==> config.mk <==
export PLATFORM = sky130hd
export DESIGN_NAME = locked_adder_key_sched
export DESIGN_NICKNAME = d
export VERILOG_FILES = /design/src/rtl/locked_adder_pkg.sv /design/src/rtl/rr_arb2.sv /design/src/rtl/locked_adder_key_sched.sv
export SDC_FILE = /design/constraint.sdc
export NUM_CORES = 1
export LEC_CHECK = 0
export ABC_AREA = 1
export BUFFER_PORTS_ARGS = -buffer_cell sky130_fd_sc_hd__clkbuf_2
export CAP_MARGIN = 25
export CORE_ASPECT_RATIO = 1.2
export CORE_UTILIZATION = 43
export CTS_BUF_LIST = sky130_fd_sc_hd__clkbuf_4
export CTS_CLUSTER_DIAMETER = 150
export DETAILED_ROUTE_END_ITERATION = 16
export MAX_ROUTING_LAYER = met4
export PLACE_DENSITY = 0.87
export SETUP_SLACK_MARGIN = 0.3
export SYNTH_ARGS = -nofsm -noshare
export SYNTH_HDL_FRONTEND = slang
export SYNTH_HIERARCHICAL = 1
export SYNTH_SLANG_ARGS = --single-unit
==> constraint.sdc <==
create_clock -name clk_i -period 1.8 [get_ports clk_i]
set_input_delay 0.54 -clock clk_i [delete_from_list [all_inputs] [get_ports clk_i]]
set_output_delay 0.54 -clock clk_i [all_outputs]
set_load 0.05 [all_outputs]
==> src/rtl/locked_adder_pkg.sv <==
// Shared types and defaults for the locked-adder key sequencer / arbiter.
package locked_adder_pkg;

  localparam int WIDTH_DEF = 16;
  localparam int KEY_W_DEF = 32;

  typedef enum logic [2:0] {
    IDLE     = 3'd0,
    LOAD     = 3'd1,
    RUN_IDLE = 3'd2,
    RUN_EXEC = 3'd3,
    RUN_RESP = 3'd4
  } state_e;

  // Bit counter must be able to hold the value key_w itself.
  function automatic int key_cnt_w(input int key_w);
    return $clog2(key_w + 1);
  endfunction

endpackage

==> src/rtl/rr_arb2.sv <==
// Two-way round-robin arbiter; the pointer records the last granted index.
module rr_arb2 (
  input  logic       clk_i,
  input  logic       rst_ni,
  input  logic [1:0] vld,
  input  logic       advance,
  output logic [1:0] gnt,
  output logic       gnt_id
);

  logic last_q;

  always_comb begin
    gnt_id = 1'b0;
    gnt    = 2'b00;
    case (vld)
      2'b01:   gnt_id = 1'b0;
      2'b10:   gnt_id = 1'b1;
      2'b11:   gnt_id = ~last_q;
      default: gnt_id = 1'b0;
    endcase
    if (vld != 2'b00) gnt = gnt_id ? 2'b10 : 2'b01;
  end

  // Reset pointer of 1 lets requester 0 win the first tie.
  always_ff @(posedge clk_i or negedge rst_ni) begin
    if (!rst_ni)      last_q <= 1'b1;
    else if (advance) last_q <= gnt_id;
  end

endmodule

==> src/rtl/locked_adder_key_sched.sv <==
// Serial key loader plus round-robin front end for one combinational locked adder.
// Optional zeroize input key_clear_i is built when LOCKED_ADDER_KEY_ZEROIZE_EN is defined.
module locked_adder_key_sched
  import locked_adder_pkg::*;
#(
  parameter int WIDTH = WIDTH_DEF,
  parameter int KEY_W = KEY_W_DEF
) (
  input  logic             clk_i,
  input  logic             rst_ni,
  input  logic             key_start_i,
  input  logic             key_bit_i,
  input  logic             key_bit_vld_i,
`ifdef LOCKED_ADDER_KEY_ZEROIZE_EN
  input  logic             key_clear_i,
`endif
  output logic             key_locked_o,
  input  logic             req0_vld_i,
  output logic             req0_rdy_o,
  input  logic [WIDTH-1:0] req0_a_i,
  input  logic [WIDTH-1:0] req0_b_i,
  input  logic             req1_vld_i,
  output logic             req1_rdy_o,
  input  logic [WIDTH-1:0] req1_a_i,
  input  logic [WIDTH-1:0] req1_b_i,
  output logic             rsp_vld_o,
  input  logic             rsp_rdy_i,
  output logic             rsp_id_o,
  output logic [WIDTH:0]   rsp_sum_o,
  output logic [WIDTH-1:0] adder_a_o,
  output logic [WIDTH-1:0] adder_b_o,
  output logic [KEY_W-1:0] adder_key_o,
  input  logic [WIDTH:0]   adder_sum_i,
  output logic [2:0]       dbg_state_o
);

  // Handshakes: a transfer happens on a rising edge where vld and rdy are both high;
  // a requester keeps vld and its operands stable until that edge, rdy never waits on
  // anything but state, grant, key_start_i and zeroize.

  localparam int CNT_W = key_cnt_w(KEY_W);

  state_e           state_q, state_d;
  logic [CNT_W-1:0] cnt_q;
  logic             clr;
  logic             can_accept;
  logic             load_clr;
  logic             last_bit;
  logic [1:0]       arb_vld;
  logic [1:0]       gnt;
  logic             gnt_id;
  logic             hs;

`ifdef LOCKED_ADDER_KEY_ZEROIZE_EN
  assign clr = key_clear_i;
`else
  assign clr = 1'b0;
`endif

  assign can_accept  = (state_q == RUN_IDLE) && !key_start_i && !clr;
  assign arb_vld     = {req1_vld_i, req0_vld_i} & {2{can_accept}};
  assign hs          = |gnt;
  assign req0_rdy_o  = gnt[0];
  assign req1_rdy_o  = gnt[1];
  assign last_bit    = (cnt_q == CNT_W'(KEY_W - 1));
  assign dbg_state_o = state_q;

  // key_start_i is only honoured while no transaction is in flight.
  assign load_clr = key_start_i &&
                    ((state_q == IDLE) || (state_q == LOAD) || (state_q == RUN_IDLE));

  rr_arb2 u_arb (
    .clk_i   (clk_i),
    .rst_ni  (rst_ni),
    .vld     (arb_vld),
    .advance (hs),
    .gnt     (gnt),
    .gnt_id  (gnt_id)
  );

  always_comb begin
    state_d = state_q;
    case (state_q)
      IDLE:     if (key_start_i) state_d = LOAD;
      LOAD:     if (!key_start_i && key_bit_vld_i && last_bit) state_d = RUN_IDLE;
      RUN_IDLE: begin
        if (key_start_i) state_d = LOAD;
        else if (hs)     state_d = RUN_EXEC;
      end
      RUN_EXEC: state_d = RUN_RESP;
      RUN_RESP: if (rsp_rdy_i) state_d = RUN_IDLE;
      default:  state_d = IDLE;
    endcase
    if (clr) state_d = IDLE;
  end

  always_ff @(posedge clk_i or negedge rst_ni) begin
    if (!rst_ni) state_q <= IDLE;
    else         state_q <= state_d;
  end

  always_ff @(posedge clk_i or negedge rst_ni) begin
    if (!rst_ni) begin
      cnt_q        <= '0;
      adder_key_o  <= '0;
      key_locked_o <= 1'b1;
      adder_a_o    <= '0;
      adder_b_o    <= '0;
      rsp_vld_o    <= 1'b0;
      rsp_id_o     <= 1'b0;
      rsp_sum_o    <= '0;
    end else if (clr) begin
      cnt_q        <= '0;
      adder_key_o  <= '0;
      key_locked_o <= 1'b1;
      adder_a_o    <= '0;
      adder_b_o    <= '0;
      rsp_vld_o    <= 1'b0;
    end else begin
      if (load_clr) begin
        cnt_q        <= '0;
        adder_key_o  <= '0;
        key_locked_o <= 1'b1;
      end else if (state_q == LOAD && key_bit_vld_i) begin
        adder_key_o <= {adder_key_o[KEY_W-2:0], key_bit_i};
        cnt_q       <= cnt_q + 1'b1;
        if (last_bit) key_locked_o <= 1'b0;
      end

      if (hs) begin
        adder_a_o <= gnt_id ? req1_a_i : req0_a_i;
        adder_b_o <= gnt_id ? req1_b_i : req0_b_i;
        rsp_id_o  <= gnt_id;
      end

      // The adder settles during RUN_EXEC; its result is captured at the end of it.
      if (state_q == RUN_EXEC) begin
        rsp_sum_o <= adder_sum_i;
        rsp_vld_o <= 1'b1;
      end else if (state_q == RUN_RESP && rsp_rdy_i) begin
        rsp_vld_o <= 1'b0;
      end
    end
  end

endmodule
==> summary by stage <==
Run status
The run finished, with violations left. The checks that failed: DRC, setup timing.

Global route
The first global-routing pass estimated 22,600 um of wire. Entering global routing, the biggest net connects 40 pins. The most used routing layer in global routing is met2. The met2 track demand over resource is 0.536. The met3 usage is 0.0595. The number of antenna violations at the first check in global routing came to 0.

For this run, global-route usage on met1 was measured as 0.305. The leftover overflow at the end of global routing is 0. The global router's overall resource usage is 0.304. The via count of the first global-routing pass is 4,639.

Job
The tool flagged a number of max-cap violations equal to 0.

Yosys
Counting every net in the synthesized netlist gives 581. After synthesis, the mean cell area works out to 8.49 sq um. The commonest cells after synthesis are sky130_fd_sc_hd__nand2_1 (147), sky130_fd_sc_hd__dfrtp_1 (92), sky130_fd_sc_hd__a21oi_1 (65), sky130_fd_sc_hd__nand3_1 (61), sky130_fd_sc_hd__nor2_1 (47). For this run, the register share of the synthesized area comes to 0.565. The fraction of post-synthesis cell area in the top cell type by area is 0.552. The leading register cell type out of synthesis is sky130_fd_sc_hd__dfrtp_1. Synthesis inferred 94 register bits. The biggest area contributor in the post-synthesis netlist is sky130_fd_sc_hd__dfrtp_1. The count of flip-flops with a built-in enable after synthesis is 0. The synthesized netlist occupies a cell area of 4170 sq um. The fraction of synthesis flops using an asynchronous set or reset pin is 1.00. Yosys instantiated no cell more often than sky130_fd_sc_hd__nand2_1. Yosys mapped the design onto 24 distinct sky130hd cell types. In the post-synthesis netlist, the biggest area contributors are sky130_fd_sc_hd__dfrtp_1 (55%), sky130_fd_sc_hd__nand2_1 (13%), sky130_fd_sc_hd__a21oi_1 (7.8%).

In the synthesized netlist, the number of instances is 491. For this run, the number of Yosys warnings is 6.

Timing
Measured against its own limit, the worst slew margin works out to 0.703. Between clock sinks in the finished design, the worst skew comes to 35.9 ps. The actual slew at the worst max-slew pin is 445 ps. Setup violations remaining at the end of the flow were counted as 64. Of the available clock period, the critical path in the final layout requires 1.28.

The smallest clock period supported by the final layout is computed as 2300 ps. Setup repair after global routing could not meet its margin everywhere. The number of max-slew violations in the final report was 0. Derived from the worst setup path, the maximum achievable clock frequency is 435 MHz. The final hold violation count came to 0. Setup slack on the critical path of the routed design comes to -499 ps.

Hold path
Counting instances, the worst hold path has a depth of 3. The worst hold path belongs to the class primary input to flip-flop. The worst hold path terminates at adder_a_o[1]$_DFFE_PN0P_.

The worst hold path begins at req0_a_i[1].

CTS
The worst-skew pair later-pin latency is 460 ps. The clock drives 94 sinks. The number of buffers on the longest clock path is 2. In this run the number of H-tree levels came out at 3. After clock tree synthesis, the clock-pin slew on the worst setup and hold paths is 160 ps. Counting the buffers created by CTS gives 9. The root buffer cell chosen for the clock tree is sky130_fd_sc_hd__clkbuf_4.

The TritonCTS clock tree is done.

Floorplan
178 I/O pins were placed. In this run the core area contains 39 standard-cell rows. The standard cell core area is 9470 sq um. The die covers 10,100 sq um. The initial core utilization is 0.440.

From left edge to right edge, the die measures 91.9 um. Measured along the y axis, the die boundary spans 110 um.

Power
The maximum ir drop on the vdd rail is 1.37 mV. The static leakage is 4.17 nW. The design draws 13.1 mW. Dividing total power by cell area gives a power density of 1680 nW/um^2.

Finish
0 antenna diodes ended up in the layout. The final net count is 869. The final instance area is 7820 sq um.

The number of fill cells in the layout is 460. The area occupied by registers is 2360 sq um. Compared with the post-synthesis result, the final layout area differs by 87.7%. The multi-input combinational cells in the finished layout cover a total of 1960 sq um.

The layout cell share with drive strength beyond 1 is 0.518.

Placement
The placed instances occupy a cell area of 5300 sq um. The number of buffers added on ports is 177. Before CTS, the worst setup slack after placement is -412 ps. The last weighted congestion value of the routability-driven placer is 0.845. The HPWL reported at the end of detailed placement is 8050 um.

Drt
Before antenna repair, the detailed router went through 11 iterations. In the final routed layout, each cell accounts on average for 22.9 um. Wires add up to 20,800 um.

The count of nets left with antenna violations after detail routing is 0. The detailed router finished its first iteration with 613 violations. The remaining routing DRC violations is 2.

The via count of the routed design is 5,358. In the routed layout, each cell is associated on average with a via count of 5.91.

Worst setup path
For the worst setup path, the data required time is 1260 ps. The start-to-end type of the worst setup path is flip-flop to output port. The worst register-to-register path has a setup slack of -310 ps.

The critical register-to-register path endpoint is adder_a_o[5]$_DFFE_PN0P_. Data on the critical path arrives at its endpoint at 1760 ps. The largest fanout of any net on the critical path is 4. The worst register-to-register path begins at dbg_state_o[0]$_DFFE_PN0P_. STA classifies the critical path endpoint as an output port. The depth of the worst register-to-register path is 11.

The worst setup path is launched from a flip-flop.
registers in the layout, indices dropped and copies added, names as in the netlist:
name / cells
rsp_vld_o: 1
u_arb/last_q: 1
rsp_sum_o: 17
adder_b_o: 16
dbg_state_o: 3
adder_key_o: 32
cnt_q: 6
key_locked_o: 1
adder_a_o: 16
rsp_id_o: 1
routing by layer:
metal / vias to the layer above / part of all wire
li1: 2174 / -
met1: 2489 / 0.32
met2: 510 / 0.50
met3: 185 / 0.093
met4: 0 / 0.084
met5: - / 0
where the power goes:
part           total (mW)  internal [mW]  switching [mW]
clock                1.05          0.293           0.757
sequential           3.42           2.76           0.666
combinational        8.66           3.65            5.01
placed cells by master (no fill, tap or decap), drive strengths merged:
| master | instances |
|---|---|
| nor2 | 49 |
| and2 | 2 |
| dfrtp | 92 |
| bufinv | 1 |
| o21ai | 8 |
| clkbuf | 106 |
| or2 | 1 |
| inv | 22 |
| clkinvlp | 3 |
| nand4 | 2 |
| clkinv | 6 |
| a21oi | 65 |
| dfstp | 2 |
| buf | 201 |
| nand2 | 159 |
| nand3 | 63 |
| ha | 1 |
| dlygate4sd3 | 1 |
how the worst max path moves through the flow:
stage,cells after the start,endpoint,from,slack [ps]
floorplan,10,adder_b_o[11]$_DFFE_PN0P_,dbg_state_o[2]$_DFFE_PN0P_,-150
global placement,11,adder_a_o[11]$_DFFE_PN0P_,key_start_i,-270
detailed placement,11,adder_a_o[5]$_DFFE_PN0P_,key_start_i,-410
CTS,7,req0_rdy_o,dbg_state_o[0]$_DFFE_PN0P_,-450
global route,7,req0_rdy_o,dbg_state_o[0]$_DFFE_PN0P_,-610
finish,7,req0_rdy_o,dbg_state_o[0]$_DFFE_PN0P_,-500
per-stage QoR:
stage               setup TNS [ps]  hold WS, ps  std cells  utilization
global route                -16170          276        907        0.826
finish                       -9250          288        907        0.826
detailed placement          -13280          459        783        0.559
global placement             -8890          454        783        0.559
CTS                          -3560          270        853        0.719
floorplan                    -4850          244        491            -
worst max-delay path: stages (launching register included):
cell	delay, ps
sky130_fd_sc_hd__dfrtp_2	470
sky130_fd_sc_hd__nor2_4	160
sky130_fd_sc_hd__nand3_4	110
sky130_fd_sc_hd__nor2_4	120
sky130_fd_sc_hd__nand2_2	90
sky130_fd_sc_hd__buf_6	120
sky130_fd_sc_hd__o21ai_4	70
sky130_fd_sc_hd__buf_12	170
timing repair:
| action | in CTS | in global routing |
|---|---|---|
| hold buffers | 1 | 0 |
| pin swaps | 7 | 12 |
| hold endpoints to repair | 3 | 0 |
| setup buffers | 49 | 42 |
| gates resized for setup | 216 | 179 |
| setup endpoints to repair | 171 | 179 |
| cloned | 4 | 12 |
cell families (layout without fill, tap and decap cells):
group | Yosys count | in the layout | share of synthesized area
and+or+nand+nor | 275 | 276 | 0.282
DFF | 94 | 94 | 0.565
AOI/OAI and AO/OA | 73 | 73 | 0.0886
buffers and inverters | 48 | 340 | 0.0618
adders and majority gates | 1 | 1 | 0.00300
area by class of cell:
class / instances / area share
Multi-Input combinational cell: 350 / 0.250
Inverter: 20 / 0.0166
Clock inverter: 6 / 0.00496
Timing Repair inverter: 6 / 0.0102
Sequential cell: 94 / 0.302
Clock buffer: 10 / 0.00960
Timing Repair Buffer: 298 / 0.387
Tap cell: 123 / 0.0197
Power figures use the tool's default switching activity.
